===== src/rtl/pe_row_pkg.sv =====
// pe_row shared constants and helpers.
// Default geometry of the PE row plus a clog2 for width checks.
package pe_row_pkg;

  localparam int DEF_DATA_WIDTH      = 8;
  localparam int DEF_NUM_MACS        = 4;
  localparam int DEF_NUM_PES_PER_ROW = 4;
  localparam int DEF_ACC_WIDTH       = 32;

  function automatic int clog2(input int v);
    int r;
    r = 0;
    for (int i = 0; i < 32; i++) begin
      if ((64'd1 << r) < 64'(v)) r = r + 1;
    end
    return r;
  endfunction

  function automatic int acc_min(input int dw, input int nm);
    return 2 * dw + clog2(nm);
  endfunction

endpackage


===== src/rtl/pe_row_pe.sv =====
// Single PE: NUM_MACS unsigned multipliers, adder tree, accumulator.
// Result lane is the low DATA_WIDTH bits of the accumulator register.
module pe
  import pe_row_pkg::*;
#(
  parameter int DATA_WIDTH = DEF_DATA_WIDTH,
  parameter int NUM_MACS   = DEF_NUM_MACS,
  parameter int ACC_WIDTH  = DEF_ACC_WIDTH
) (
  input  logic                           clk,
  input  logic                           rst,
  input  logic                           rst_acc,
  input  logic                           clk_en,
  input  logic [NUM_MACS*DATA_WIDTH-1:0] a,
  input  logic [NUM_MACS*DATA_WIDTH-1:0] b,
  output logic [DATA_WIDTH-1:0]          result
);

  localparam int PW = 2 * DATA_WIDTH;

  generate
    if (ACC_WIDTH < acc_min(DATA_WIDTH, NUM_MACS)) begin : g_bad_acc
      $error("pe: ACC_WIDTH too small for DATA_WIDTH/NUM_MACS");
    end
  endgenerate

  logic [PW-1:0]        prod [NUM_MACS];
  logic [ACC_WIDTH-1:0] dot;
  logic [ACC_WIDTH-1:0] acc;

  always_comb begin
    for (int m = 0; m < NUM_MACS; m++) begin
      prod[m] = PW'(a[m*DATA_WIDTH +: DATA_WIDTH])
              * PW'(b[m*DATA_WIDTH +: DATA_WIDTH]);
    end
  end

  always_comb begin
    dot = '0;
    for (int m = 0; m < NUM_MACS; m++) begin
      dot = dot + ACC_WIDTH'(prod[m]);
    end
  end

  // Clear wins over accumulate and ignores the enable.
  always_ff @(posedge clk or negedge rst) begin
    if (!rst) begin
      acc <= '0;
    end else if (!rst_acc) begin
      acc <= '0;
    end else if (clk_en) begin
      acc <= acc + dot;
    end
  end

  assign result = acc[DATA_WIDTH-1:0];

endmodule


===== src/rtl/pe_row.sv =====
// Row of independent PEs sharing broadcast operand b.
// Each PE sees its own a slice, enable bit and result lane.
module pe_row
  import pe_row_pkg::*;
#(
  parameter int DATA_WIDTH      = DEF_DATA_WIDTH,
  parameter int NUM_MACS        = DEF_NUM_MACS,
  parameter int NUM_PEs_PER_ROW = DEF_NUM_PES_PER_ROW,
  parameter int ACC_WIDTH       = DEF_ACC_WIDTH
) (
  input  logic                                           clk,
  input  logic                                           rst,
  input  logic                                           rst_acc,
  input  logic [NUM_PEs_PER_ROW-1:0]                     clk_en,
  input  logic [NUM_PEs_PER_ROW*NUM_MACS*DATA_WIDTH-1:0] a,
  input  logic [NUM_MACS*DATA_WIDTH-1:0]                 b,
  output logic [NUM_PEs_PER_ROW*DATA_WIDTH-1:0]          result
);

  localparam int SW = NUM_MACS * DATA_WIDTH;

  generate
    for (genvar p = 0; p < NUM_PEs_PER_ROW; p++) begin : g_pe
      pe #(
        .DATA_WIDTH (DATA_WIDTH),
        .NUM_MACS   (NUM_MACS),
        .ACC_WIDTH  (ACC_WIDTH)
      ) u_pe (
        .clk     (clk),
        .rst     (rst),
        .rst_acc (rst_acc),
        .clk_en  (clk_en[p]),
        .a       (a[p*SW +: SW]),
        .b       (b),
        .result  (result[p*DATA_WIDTH +: DATA_WIDTH])
      );
    end
  endgenerate

endmodule


===== config.mk =====
export PLATFORM = sky130hd
export DESIGN_NAME = pe_row
export DESIGN_NICKNAME = d
export VERILOG_FILES = /design/src/rtl/pe_row_pkg.sv /design/src/rtl/pe_row_pe.sv /design/src/rtl/pe_row.sv
export SDC_FILE = /design/constraint.sdc
export NUM_CORES = 1
export LEC_CHECK = 0
export ABC_AREA = 1
export ABC_CLOCK_PERIOD_IN_PS = 5930
export CORE_MARGIN = 10
export CORE_UTILIZATION = 59
export CTS_BUF_LIST = sky130_fd_sc_hd__clkbuf_8
export DETAILED_ROUTE_END_ITERATION = 8
export PLACE_DENSITY = 0.82
export REMOVE_ABC_BUFFERS = 1
export SLEW_MARGIN = 40
export SYNTH_ARGS = -nofsm -noshare
export SYNTH_HDL_FRONTEND = slang
export SYNTH_SLANG_ARGS = --single-unit
export TNS_END_PERCENT = 20

===== constraint.sdc =====
create_clock -name clk -period 5.93 [get_ports clk]
set_clock_uncertainty 0.1 [all_clocks]
set_input_delay 0.8895 -clock clk [delete_from_list [all_inputs] [get_ports clk]]
set_output_delay 0.8895 -clock clk [all_outputs]
set_load 0.01 [all_outputs]

---- After elaboration in Yosys (flattened, before gate mapping) ----
Index checks and enable logic that the tools add are counted.
operators by class
  shifts and indexed selects .............. 0
  bitwise operators ....................... 0
  add/subtract/negate cells ............... 16
  reduce and logical (&&, ||, !) cells .... 0
  div/mod/pow operators ................... 0
  equal/unequal tests ..................... 4
  multiplexer cells ....................... 8
  $mul .................................... 16
  $lt $le $gt $ge ......................... 0
operator list
  cell                  number
  $add A32 B16 Y32      8
  $mul A8 B8 Y16        16
  $mux W32              8
  $add A32 B32 Y32      4
  $add A16 B16 Y17      4
  $ne A2 B1 Y1 const B  4
word-level totals
  latch bits .............................. 0
  logic and storage cells ................. 48
  memories ................................ 0
  output and inout bits ................... 32
  ROM bits ................................ 0
  memory bits (writable) .................. 0
  register bits after elaboration ......... 128

---- Logic depth before layout (Yosys ltp) ----
  word-level depth ........................ 7
  gate-level depth with buffers ........... 41

---- Cells and area by module ----
A second synthesis with hierarchy kept.
second synthesis, totals
  cell total of the unflattened synthesis .. 3,061
  area total of the unflattened synthesis .. 20,527.2 sq um
modules (own cells, without submodules)
  module              sequential area each (sq um)  area each (sq um)  cells each  times used
  pe at g_pe[2].u_pe  200.2                         5,183.7            777         1
  pe at g_pe[1].u_pe  200.2                         5,175.0            788         1
  pe at g_pe[0].u_pe  200.2                         5,123.7            752         1
  pe at g_pe[3].u_pe  200.2                         5,044.8            744         1

---- Worst setup path before layout ----
No wires, ideal clock.
  path type ............................... input to register
  from .................................... in b[4]
  to ...................................... reg g_pe[1].u_pe.acc[7]
  stages .................................. 37
  library setup time ...................... 0.116 ns
  data arrival time ....................... 8.813 ns
  path slack .............................. -3.100 ns
  data required time ...................... 5.714 ns
  cell sequence ........................... buf_2 > clkbuf_1 > nand2_1 > fa_1 > fa_1 > inv_1 > fa_1 > inv_1 > fa_1 > fa_1 > fa_1 > inv_1 > ha_1 > xor2_1 > fa_1 > inv_1 > fa_1 > fa_1 > inv_1 > fa_1 > fa_1 > inv_1 > ha_1 > a21oi_1 > o21ai_0 > nor2_1 > nand3_1 > nand2_1 > nand2_1 > nand2_1 > inv_1 > nand2_1 > nand2_1 > nand2_1 > nand2_1 > nand2_1 > nand2_1
between the ends
  longest elaborated chain between the ends .. 7
ends and longest elaborated chain
  what                           RTL line         source
  from (decl)                    pe_row.sv:16     input logic [NUM_MACS*DATA_WIDTH-1:0] b,
  $mul A8 B8 Y16                 pe_row_pe.sv:34  * PW'(b[m*DATA_WIDTH +: DATA_WIDTH]);
  $add A16 B16 Y17               pe_row_pe.sv:41  dot = dot + ACC_WIDTH'(prod[m]);
  $add A32 B16 Y32 (2 in a row)  pe_row_pe.sv:41
  $add A32 B32 Y32               pe_row_pe.sv:52  acc <= acc + dot;
  $mux W32                       pe_row_pe.sv:51  end else if (clk_en) begin
  $mux W32                       pe_row_pe.sv:49  end else if (!rst_acc) begin
  to (signal assigned)           pe_row_pe.sv:52
  to (decl)                      pe_row_pe.sv:29  logic [ACC_WIDTH-1:0] acc;
No other way between the ends. The select of a mux whose other input is x is not followed.
A chain may end at the register's enable or synchronous reset.

---- Worst setup path in the final report ----
  from .................................... in b[8]
  to ...................................... reg g_pe[3].u_pe.acc[7]
between the ends
  longest elaborated chain between the ends .. 7
ends and longest elaborated chain
  what                           RTL line
  $mul A8 B8 Y16                 pe_row_pe.sv:34
  $add A16 B16 Y17               pe_row_pe.sv:41
  $add A32 B16 Y32 (2 in a row)  pe_row_pe.sv:41
  $add A32 B32 Y32               pe_row_pe.sv:52
  $mux W32                       pe_row_pe.sv:51
  $mux W32                       pe_row_pe.sv:49
  to (signal assigned)           pe_row_pe.sv:52
  to (decl)                      pe_row_pe.sv:29
No other way between the ends. The select of a mux whose other input is x is not followed.

==> metrics.md <==
| Metric | Value |
|---|---|
| Synth Area per Inst | `6.85 µm²` |
| Crit start category | `input port` |
| Place WS | `-3.74 ns` |
| CP delay by family, top | `adder cells` |
| DRT iter0 DRCs | `1411` |
| CTS root buf | `clkbuf_8` |
| Routed via count | `just under 20000` |
| Initial Util | `59.4%` |
| Worst Tran Pin Value | `0.462 ns` |
| # DRC | `0` |
| Met3 WL | `4400 µm` |
| GRT Util Overall | `between 20 and 30%` |
| N_diodes | `0` |
| Die width | `206 µm` |
| Final antenna-violating net count | `0` |
| Unrepaired setup endpoints after global routing | `yes` |
| FP Rows | `slightly below 70` |
| Post-synthesis cell count | `2983` |
| Fillers | `2435` |
| Post-route insts no fill | `3855` |
| Yosys reg bits | `32` |
| Worst endpoint required time | `6.04 ns` |
| Largest net degree at the start of global routing | `33` |
| Top post-synthesis cells by area | `fa_1, nand2_1, ha_1` |
| Largest registers | `g_pe.u_pe.acc (32)` |
| Area growth syn-to-layout | `29.2%` |
| Buffers & Inverters on Critical Path | `13` |
| Crit. End Element | `flop` |
| Tcrit/Tclk final | `144%` |
| Violated checks | `negative setup slack` |
| Post-Syn Area | `20400 µm²` |
| H-tree Lvls | `2` |
| Drt total wl | `64000 µm` |
| Sequential area share after synthesis | `around 3.9%` |
| Final max-slew violation count | `0` |
| Fmax | `roughly 120 MHz` |
| Top cell type's share of synthesized area | `29.0%` |
| Antenna violations before repair | `0` |
| Clk sinks | `32` |
| Most numerous cell on the critical path | `fa_1` |
| Critical Path AT | `8.64 ns` |
| Share of post-route cells with drive strength above 1 | `15.9%` |
| CTS Hold Buffers Added | `0` |
| Final Hold Vio Count | `0` |
| Placer congestion estimate | `0.972` |
| Overflow after GRT | `0` |
| Layout net count | `between 4000 and 5000` |
| Cell variety after synth | `30` |
| Slew margin rel. | `69.1%` |
| Main synth FF type | `dfrtp_1` |
| Post-synth EDFFs | `0` |
| HP Class | `flop to flop` |
| Setup CP Type | `input port to flop` |
| Count leader, synth | `nand2_1` |
| Crit-path max FO | `6` |
| Final setup fails | `21` |
| Max-cap violations | `0` |
| Final Critical Period | `8.53 ns` |
| Largest register FFs | `32` |
| Clk pin slew, worst setup/hold paths | `0.08 ns` |
| CTS tree | `done` |
| Met2 WL | `a little over 30000 µm` |
| Die H | `206 µm` |
| Die area | `42500 µm²` |
| Slowest stage delay, CP | `0.59 ns` |
| Status | `complete, but fails checks` |
| Met1 wire length | `roughly 25000 µm` |
| Ys Warns | `0` |
| Vias in the first global route | `a little over 20000` |
| Critical-path top delay cell | `fa_2` |
| Ys async rst share | `100%` |
| # port buffers | `around 200` |
| Routed wire per std cell | `16.6 µm` |
| Area leader, netlist | `fa_1` |
| DRT Pass-1 Iters | `6` |
| CTS Buffer Depth | `2` |
| Top cells by count, synth | `nand2_1, inv_1, fa_1` |
| I/O pins | `199` |
| Num CTS Buffers | `5` |
| Clock Latency Late Sink | `0.31 ns` |
| Highest metal used | `met4` |
| Final Worst Setup Slack | `-2.60 ns` |
| DP Wirelength | `52700 µm` |
| Vias per cell | `~5` |
| Hold_ws | `0.460 ns` |
| First-pass GRT wire length | `approximately 100000 µm` |
| Top reg by flops | `g_pe.u_pe.acc` |
| Post-placement cell count | `between 3000 and 4000` |
| Core Footprint | `34400 µm²` |
-- final cells by class --
| cell class | count | area (µm²) | share of cell area (%) |
|---|---|---|---|
| tap | 455 | 569 | 2.16 |
| clock inverter | 2 | 8.76 | 0.0332 |
| timing repair buffer | 491 | 4460 | 16.9 |
| inverter | 937 | 3520 | 13.3 |
| clock buffer | 5 | 68.8 | 0.261 |
| sequential | 32 | 801 | 3.03 |
| multi-input combinational | 1933 | 17000 | 64.2 |
-- worst reg2reg max path, stage by stage, from the launching register on --
cell     delay [ns]
dfrtp_1        0.45
fa_1           0.56
inv_1          0.05
fa_1           0.39
inv_1          0.08
fa_1           0.42
inv_1          0.09
fa_1           0.44
fa_1           0.51
inv_1          0.07
ha_4           0.25
a21oi_1        0.14
nand2_1        0.12
nand2_4        0.09
nand2_2        0.06
a21oi_4        0.15
xor2_1         0.20
inv_1          0.07
nand2_1        0.07
nand2_1        0.07
inv_1          0.07
nand2_1        0.06
nand3_1        0.07
nand2_1        0.05
-- logic make-up (layout without fill, tap and decap cells) --
family	Yosys count	count (layout)	share of synthesized area (%)
flip-flops	32	32	3.92
adder cells (fa/ha/maj)	584	584	46.6
AND/OR/NAND/NOR	1140	1140	22.4
XOR/XNOR	147	147	6.30
buffers and inverters	1018	1435	19.1
AO/OA/AOI/OAI	62	62	1.60
-- path summary, 6_finish.rpt --
path	slack, ns	cells past startpoint	endpoint	start
max	-2.60	38	g_pe[3].u_pe.acc[7]	b[8]
min	0.46	2	g_pe[1].u_pe.acc[7]	g_pe[1].u_pe.acc[7]
max reg2reg	1.20	23	g_pe[2].u_pe.acc[7]	g_pe[2].u_pe.acc[3]
min reg2reg	0.46	2	g_pe[1].u_pe.acc[7]	g_pe[1].u_pe.acc[7]
max in group asynchronous	4.51	2	g_pe[2].u_pe.acc[3]	rst
min in group asynchronous	0.87	2	g_pe[0].u_pe.acc[4]	rst
-- routing by layer --
layer	vias to the layer above	global-route usage (%)
li1	9299	-
met1	9264	37.1
met2	909	50.8
met3	223	3.18
met4	0	15.6
met5	-	0
-- metrics by stage --
| step | TNS, ns | util, % | instance area [µm²] |
|---|---|---|---|
| 2_1_floorplan | -35.69 | - | 20000 |
| 3_3_place_gp | -60.06 | 71.3 | 24500 |
| 4_1_cts | -39.23 | 75.1 | 25800 |
| 6_report | -40.22 | 76.8 | 26400 |
| 3_5_place_dp | -63.39 | 71.3 | 24500 |
| 5_1_grt | -45.21 | 76.8 | 26400 |
-- placed cells by master (no fill, tap or decap), types with 6 or more instances in the layout --
master	instances
a21oi_1	10
a21oi_4	6
buf_12	11
buf_2	7
buf_4	251
buf_6	27
buf_8	9
clkbuf_2	6
clkdlybuf4s15_1	6
clkdlybuf4s50_1	142
dfrtp_1	32
dlygate4sd2_1	22
fa_1	278
fa_2	18
ha_1	228
ha_4	58
inv_1	884
inv_2	51
nand2_1	939
nand2_2	32
nand2_4	9
nand3_1	113
nand3b_1	15
nand4_1	8
nor2_1	9
o21ai_0	19
o21ai_1	9
xnor2_1	64
xor2_1	68
xor2_2	6
-- what timing repair did --
item / 4_1_cts / 5_1_grt
hold endpoints to repair: 0 / 0
pin swaps: 193 / 119
endpoints found under the setup margin: 24 / 24
gates resized for setup: 320 / 118
gates cloned: 4 / 0
buffers inserted: 34 / 15
Power is left out: the tool's default activity adds up to more than one toggle a clock period on the data nets, which glitch-free logic cannot reach.
